==> config.mk <==
export PLATFORM = sky130hd
export DESIGN_NAME = pc_sequencer
export DESIGN_NICKNAME = d
export VERILOG_FILES = /design/src/rtl/pc_sequencer.sv
export SDC_FILE = /design/constraint.sdc
export NUM_CORES = 1
export LEC_CHECK = 0
export CELL_PAD_IN_SITES_DETAIL_PLACEMENT = 0
export CELL_PAD_IN_SITES_GLOBAL_PLACEMENT = 2
export CORE_MARGIN = 2
export CORE_UTILIZATION = 25
export DETAILED_ROUTE_END_ITERATION = 16
export PLACE_DENSITY = 0.89
export SYNTH_ARGS = -nofsm -noshare
export SYNTH_HDL_FRONTEND = slang
export SYNTH_SLANG_ARGS = --single-unit
==> constraint.sdc <==
create_clock -name Clk -period 2.7 [get_ports Clk]
set_input_delay 0.27 -clock Clk [delete_from_list [all_inputs] [get_ports Clk]]
set_output_delay 0.27 -clock Clk [all_outputs]
set_load 0.03 [all_outputs]
==> src/rtl/pc_sequencer.sv <==
// Program-counter sequencer: PC register, PC+STEP, next-PC select and fetch handshake.
// Optional misaligned-target trap enabled by defining PC_MISALIGN_TRAP_EN.
module pc_sequencer #(
  parameter int                   PC_WIDTH     = 32,
  parameter int                   STEP         = 4,
  parameter logic [PC_WIDTH-1:0]  RESET_VECTOR = '0,
  parameter logic [PC_WIDTH-1:0]  TRAP_VECTOR  = PC_WIDTH'('h80),
  parameter int                   CNT_WIDTH    = 32
) (
  input  logic                 Clk,
  input  logic                 Reset,
  input  logic                 Stall,
  input  logic                 FetchReady,
  input  logic                 BranchTaken,
  input  logic [PC_WIDTH-1:0]  BranchTarget,
  input  logic                 JumpEn,
  input  logic [PC_WIDTH-1:0]  JumpTarget,
  input  logic                 FlushEn,
  input  logic [PC_WIDTH-1:0]  FlushTarget,
  input  logic                 Halt,
  output logic [PC_WIDTH-1:0]  PCResult,
  output logic [PC_WIDTH-1:0]  PCAddResult,
  output logic                 PCValid,
  output logic [CNT_WIDTH-1:0] FetchCount,
  output logic [1:0]           State
`ifdef PC_MISALIGN_TRAP_EN
  ,
  output logic                 MisalignTrap,
  output logic [PC_WIDTH-1:0]  BadAddr
`endif
);

  localparam logic [1:0] BOOT = 2'b00;
  localparam logic [1:0] RUN  = 2'b01;
  localparam logic [1:0] HALT = 2'b10;

  localparam logic [PC_WIDTH-1:0] STEP_V     = PC_WIDTH'(STEP);
  localparam logic [PC_WIDTH-1:0] ALIGN_MASK = STEP_V - PC_WIDTH'(1);

  logic                redirect;
  logic                fetch;
  logic                misalign;
  logic [PC_WIDTH-1:0] target;
  logic [PC_WIDTH-1:0] next_pc;
  logic [1:0]          next_state;

  assign redirect    = FlushEn | JumpEn | BranchTaken;
  assign fetch       = PCValid & FetchReady;
  assign PCAddResult = PCResult + STEP_V;

  // Only the highest-priority redirect is selected, so only it is alignment-checked.
  always_comb begin
    target = BranchTarget;
    if (FlushEn)     target = FlushTarget;
    else if (JumpEn) target = JumpTarget;
  end

`ifdef PC_MISALIGN_TRAP_EN
  assign misalign = redirect && ((target & ALIGN_MASK) != '0);
`else
  assign misalign = 1'b0;
`endif

  always_comb begin
    next_state = State;
    case (State)
      BOOT:    next_state = RUN;
      RUN:     if (Halt && !redirect) next_state = HALT;
      HALT:    if (redirect) next_state = RUN;
      default: next_state = BOOT;
    endcase
  end

  // Redirects win over Stall/FetchReady; nothing loads while still in BOOT.
  always_comb begin
    next_pc = PCResult;
    if (State != BOOT) begin
      if (redirect)            next_pc = misalign ? TRAP_VECTOR : target;
      else if (fetch && !Stall) next_pc = PCResult + STEP_V;
    end
  end

  always_ff @(posedge Clk or negedge Reset) begin
    if (!Reset) begin
      State      <= BOOT;
      PCResult   <= RESET_VECTOR;
      PCValid    <= 1'b0;
      FetchCount <= '0;
    end else begin
      State    <= next_state;
      PCResult <= next_pc;
      PCValid  <= (next_state == RUN);
      if (fetch && !(&FetchCount))
        FetchCount <= FetchCount + CNT_WIDTH'(1);
    end
  end

`ifdef PC_MISALIGN_TRAP_EN
  always_ff @(posedge Clk or negedge Reset) begin
    if (!Reset) begin
      MisalignTrap <= 1'b0;
      BadAddr      <= '0;
    end else begin
      MisalignTrap <= misalign && (State != BOOT);
      if (misalign && (State != BOOT))
        BadAddr <= target;
    end
  end
`endif

endmodule

Word-level counts from Yosys, hierarchy flattened
Index checks and enable logic that the tools add are counted.
{"block": "totals", "regBits": 67, "elab_cells": 30}
{"block": "classes", "n_addsub": 2, "n_eq_ne": 3, "muxes": 7, "bitwise_logic": 3, "reduce_logical": 11}
{"op": "two-way mux 32 bit", "n": 4}
{"op": "adder 32 x 1 -> 32 bit (second input constant)", "n": 1}
{"op": "adder 32 x 3 -> 32 bit (second input constant)", "n": 1}
{"op": "AND reduction 32 bit", "n": 1}
{"op": "one-hot mux 2 bit (3 select lines)", "n": 1}
{"op": "== test 2 x 1 -> 1 bit (second input constant)", "n": 2}
{"op": "two-way mux 2 bit", "n": 2}
{"op": "nonzero test 2 bit", "n": 2}
{"op": "logical AND 1 bit", "n": 3}
{"op": "logical NOT 1 bit", "n": 3}
{"op": "== test 2 bit (second input constant)", "n": 1}
{"op": "logical NOT 2 bit", "n": 1}
{"op": "bitwise OR 1 bit", "n": 2}
{"op": "AND reduction 2 bit", "n": 1}
{"op": "AND 1 bit", "n": 1}

Depth between registers and ports, before layout
{"block": "logic_depth", "depth_word": 7, "mapped_depth": 8, "depth_no_buf": 6}

Least setup slack after synthesis
Ideal clock, no wire load.
{"block": "synth_timing", "path_kind": "register to output", "startpoint": "register PCResult[9]", "endpoint": "output port PCAddResult[28]", "arrival_time_ns": 2.200, "path_slack_ns": 0.230, "stages_incl_launch_ff": 7, "cell_sequence": "dfrtp_1 buf_2 nand4_4 nor4_4 nand4_2 nor2_1 xor2_1"}
{"block": "synth_between", "elab_chain_cells": 1}
{"element": "start, declared", "line": "21", "rtl": "output logic [PC_WIDTH-1:0] PCResult,"}
{"element": "start signal, assigned", "line": "91", "rtl": "PCResult <= next_pc;"}
{"element": "adder 32 x 3 -> 32 bit", "line": "49", "rtl": "assign PCAddResult = PCResult + STEP_V;"}
{"element": "end, declared", "line": "22", "rtl": "output logic [PC_WIDTH-1:0] PCAddResult,"}
No other way between the ends.

Worst setup path in the final report
{"block": "layout_timing", "startpoint": "register PCResult[2]", "endpoint": "output port PCAddResult[18]"}
Same word-level chain as after synthesis.

==> flow_metrics.py <==
metrics = {
    "run_status": {
        "status": "finished clean",
    },
    "critical_path": {
        "crit_path_end_kind": "primary output",
        "critical_path.max_fanout": 7,
        "cp_slowest_cell": "dfrtp_2",
        "cpLargestDelayFamily": "simple AND/OR/NAND/NOR gates",
        "max_stage_delay_ns": 0.42,
        "criticalPathCategory": "reg -> out",
        "crit_buf_inv": 3,
        "rrSetupSlack_ns": 0.50,
        "critPathRequiredTime_ns": 2.43,
        "ff2ff_path_depth": 5,
        "crit_arrival_ns": 2.28,
        "startpoint": "PCResult[2]$_DFFE_PN0P_",
        "cp_common_cell": "buf_4",
        "r2r-end": "FetchCount[15]$_DFFE_PN0P_",
        "rr_startpoint": "FetchCount[23]$_DFFE_PN0P_",
        "crit_chain": "ha_1 > nand2_1 > nor4_4 > buf_4 > buf_4 > and4_2 > xor2_1 > buf_4",
        "startpoint_type": "flop",
    },
    "synth": {
        "mappedNetlistNets": 624,
        "synth_edf_count": 0,
        "synth_mux_area_frac": 0.0159,
        "synth_top_family_by_area": "simple AND/OR/NAND/NOR gates",
        "synth-xor-area-share": 0.113,
        "ys.flop_type": "dfrtp_1",
        "synth-simple-area-share": 0.258,
        "synth_area_sq_um": 4480,
        "synth_compound_area_frac": 0.196,
        "synth.avg_cell_area_sq_um": 8.65,
        "yosysUniqueCellTypes": 52,
        "synth_fa_ha_area_frac": 0.00558,
        "synth-seq-cells": 67,
        "yosysWarnings": 0,
        "async_flop_share": 1.00,
        "syn_inst": 518,
        "ys_seq_area_frac": 0.374,
    },
    "final_layout": {
        "diodes": 0,
        "register_area_sq_um": 1680,
        "fin_area_sq_um": 7330,
        "layout_common_cells": "176 x clkdlybuf4s50_1, 65 x dfrtp_1, 46 x nand2_1, 42 x nor2_1, 39 x xnor2_1",
        "drive_above_1_share": 0.0996,
        "final_common_cell": "clkdlybuf4s50_1",
        "nFillCells": 1692,
        "multi_input_area_sq_um": 2700,
        "area_growth_pct": 63.5,
        "layout.nets": 824,
    },
    "timing": {
        "fin_ws_ns": 0.153,
        "setup_viol": 0,
        "period_share": 0.943,
        "rsz0062_at_grt": "false",
        "hold_viol": 0,
        "relSlewSlack": 0.411,
        "fin_crit_ns": 2.55,
        "worst_hold_slack_ns": 0.0477,
        "fin_worst_skew_ns": 0.00623,
        "clock.fmax_mhz": 393,
        "tns_ns": 0,
        "slew_violations": 0,
        "tightest_slew_ns": 0.883,
    },
    "placed_design": {
        "dpl-instance-area_sq_um": 6870,
        "place_congestion": 0.836,
        "hpwl_um": 12900,
        "post-place-ws_ns": 0.227,
        "portBuffers": 202,
    },
    "cts": {
        "cts_tree": "built",
        "holdBufCountCts": 0,
        "clock_path_buffers": 2,
        "htree_levels": 3,
        "root_buffer": "clkbuf_16",
        "clock_sinks": 67,
        "cts_inserted_buffers": 9,
        "clk_pin_slew_ns": 0.06,
        "insertion_delay_ns": 0.34,
    },
    "drt": {
        "ant_nets": 0,
        "drt_pre_antenna_iters": 4,
        "vias_per_cell": 5.11,
        "drc": 0,
        "drtIter0Drc": 315,
        "wire_per_inst_um": 17.7,
        "vias": 4846,
        "wl_um": 16800,
    },
    "floorplanning": {
        "dieArea_sq_um": 19000,
        "die_width_um": 138,
        "coreArea_sq_um": 17400,
        "die_height_um": 138,
        "start_util": 0.257,
        "num_rows": 48,
        "io_pins": 203,
    },
    "grt": {
        "grt_pass1_vias": 4675,
        "grt_use_total": 0.178,
        "antenna_found_initial": 0,
        "grt_max_degree": 68,
        "overflow": 0,
        "grt_pass1_wl_um": 25600,
    },
    "pwr": {
        "power_mw": 4.43,
        "vdd.ir_drop.worst_uv": 407,
        "p_leak_nw": 2.95,
        "p_per_area_nw_per_um2": 605,
    },
    "hold_path": {
        "hold_class": "in -> async",
    },
    "flow_run": {
        "maxCapViolations": 0,
    },
}
## worst max-delay path by stage
stage	endpoint	slack, ns	cells past startpoint
after floorplan	PCAddResult[28]	0.23	6
after global placement	PCAddResult[16]	0.30	5
after detailed placement	PCAddResult[20]	0.23	6
after CTS	PCAddResult[30]	0.006	6
after global routing	PCAddResult[28]	0.009	8
final	PCAddResult[18]	0.15	8
## synth_stat cells, types with 4 or more instances
| library cell | n | area share |
|---|---|---|
| and2_1 | 5 | 0.0070 |
| nand4_1 | 25 | 0.035 |
| nand2_1 | 46 | 0.039 |
| xnor2_1 | 39 | 0.076 |
| o21ai_0 | 38 | 0.042 |
| dfrtp_1 | 67 | 0.37 |
| o22ai_1 | 5 | 0.0070 |
| and4_1 | 9 | 0.018 |
| nor2_1 | 43 | 0.036 |
| a22oi_1 | 23 | 0.039 |
| nor2b_1 | 6 | 0.0084 |
| a21oi_1 | 25 | 0.028 |
| and3_1 | 14 | 0.020 |
| buf_2 | 7 | 0.0078 |
| or3_1 | 6 | 0.0084 |
| nand3_1 | 26 | 0.029 |
| a221oi_1 | 16 | 0.031 |
| nor3_1 | 11 | 0.012 |
| xor2_1 | 19 | 0.037 |
| a31oi_1 | 4 | 0.0056 |
| inv_1 | 5 | 0.0042 |
| mux2i_1 | 6 | 0.013 |
| or4_1 | 4 | 0.0067 |
| clkbuf_1 | 24 | 0.020 |
| o2bb2ai_1 | 8 | 0.016 |
| o211ai_1 | 4 | 0.0067 |
## flip-flops by register name (all words and copies together), names as in the netlist
register,flops
FetchCount,32
PCResult,32
State,2
PCValid,1
## worst register-to-register path: cells and delay by family (launching register included)
kind,cells,cell delay [ns]
DFF,1,0.44
xor gates and xnor gates,1,0.13
and+or+nand+nor,4,1.55
## area by class of cell
type,count,share of cell area
Timing Repair Buffer,224,0.309
Sequential cell,67,0.229
Clock inverter,7,0.0224
Inverter,5,0.00256
Clock buffer,9,0.0307
Tap cell,225,0.0384
Multi-Input combinational cell,411,0.368
## metrics by stage
stage / std cells / utilization
5_1_grt: 948 / 0.421
6_report: 948 / 0.421
3_5_place_dp: 929 / 0.395
2_1_floorplan: 518 / -
3_3_place_gp: 929 / 0.395
4_1_cts: 946 / 0.417
## layer usage
metal	GRT usage	wire length, um	vias to the layer above
met3	0.0545	1570	24
met4	0.0601	310	0
met5	0	0	-
met1	0.223	7150	2249
li1	-	-	2339
met2	0.292	7790	234
## what timing repair did
| item | CTS | global route |
|---|---|---|
| buffers inserted | 1 | 2 |
| pin swaps | 0 | 1 |
| setup endpoints to repair | 9 | 11 |
| gates resized for setup | 8 | 11 |
| endpoints found under the hold margin | 0 | 0 |
## cells by family (layout without fill, tap and decap cells)
kind of cell / Yosys count / in the layout
and+or+nand+nor: 210 / 210
AOI/OAI and AO/OA: 134 / 134
DFF: 67 / 67
xor gates and xnor gates: 58 / 58
buffers and inverters: 40 / 245
muxes: 7 / 7
adders and majority gates: 2 / 2
## power breakdown
part	leakage, nW	switching [mW]	internal, mW
combinational	1.91	0.853	0.701
sequential	0.852	0.203	1.13
clock	0.190	0.459	1.09
total	2.95	1.52	2.92
No activity file was read; power rests on OpenSTA's default activity.
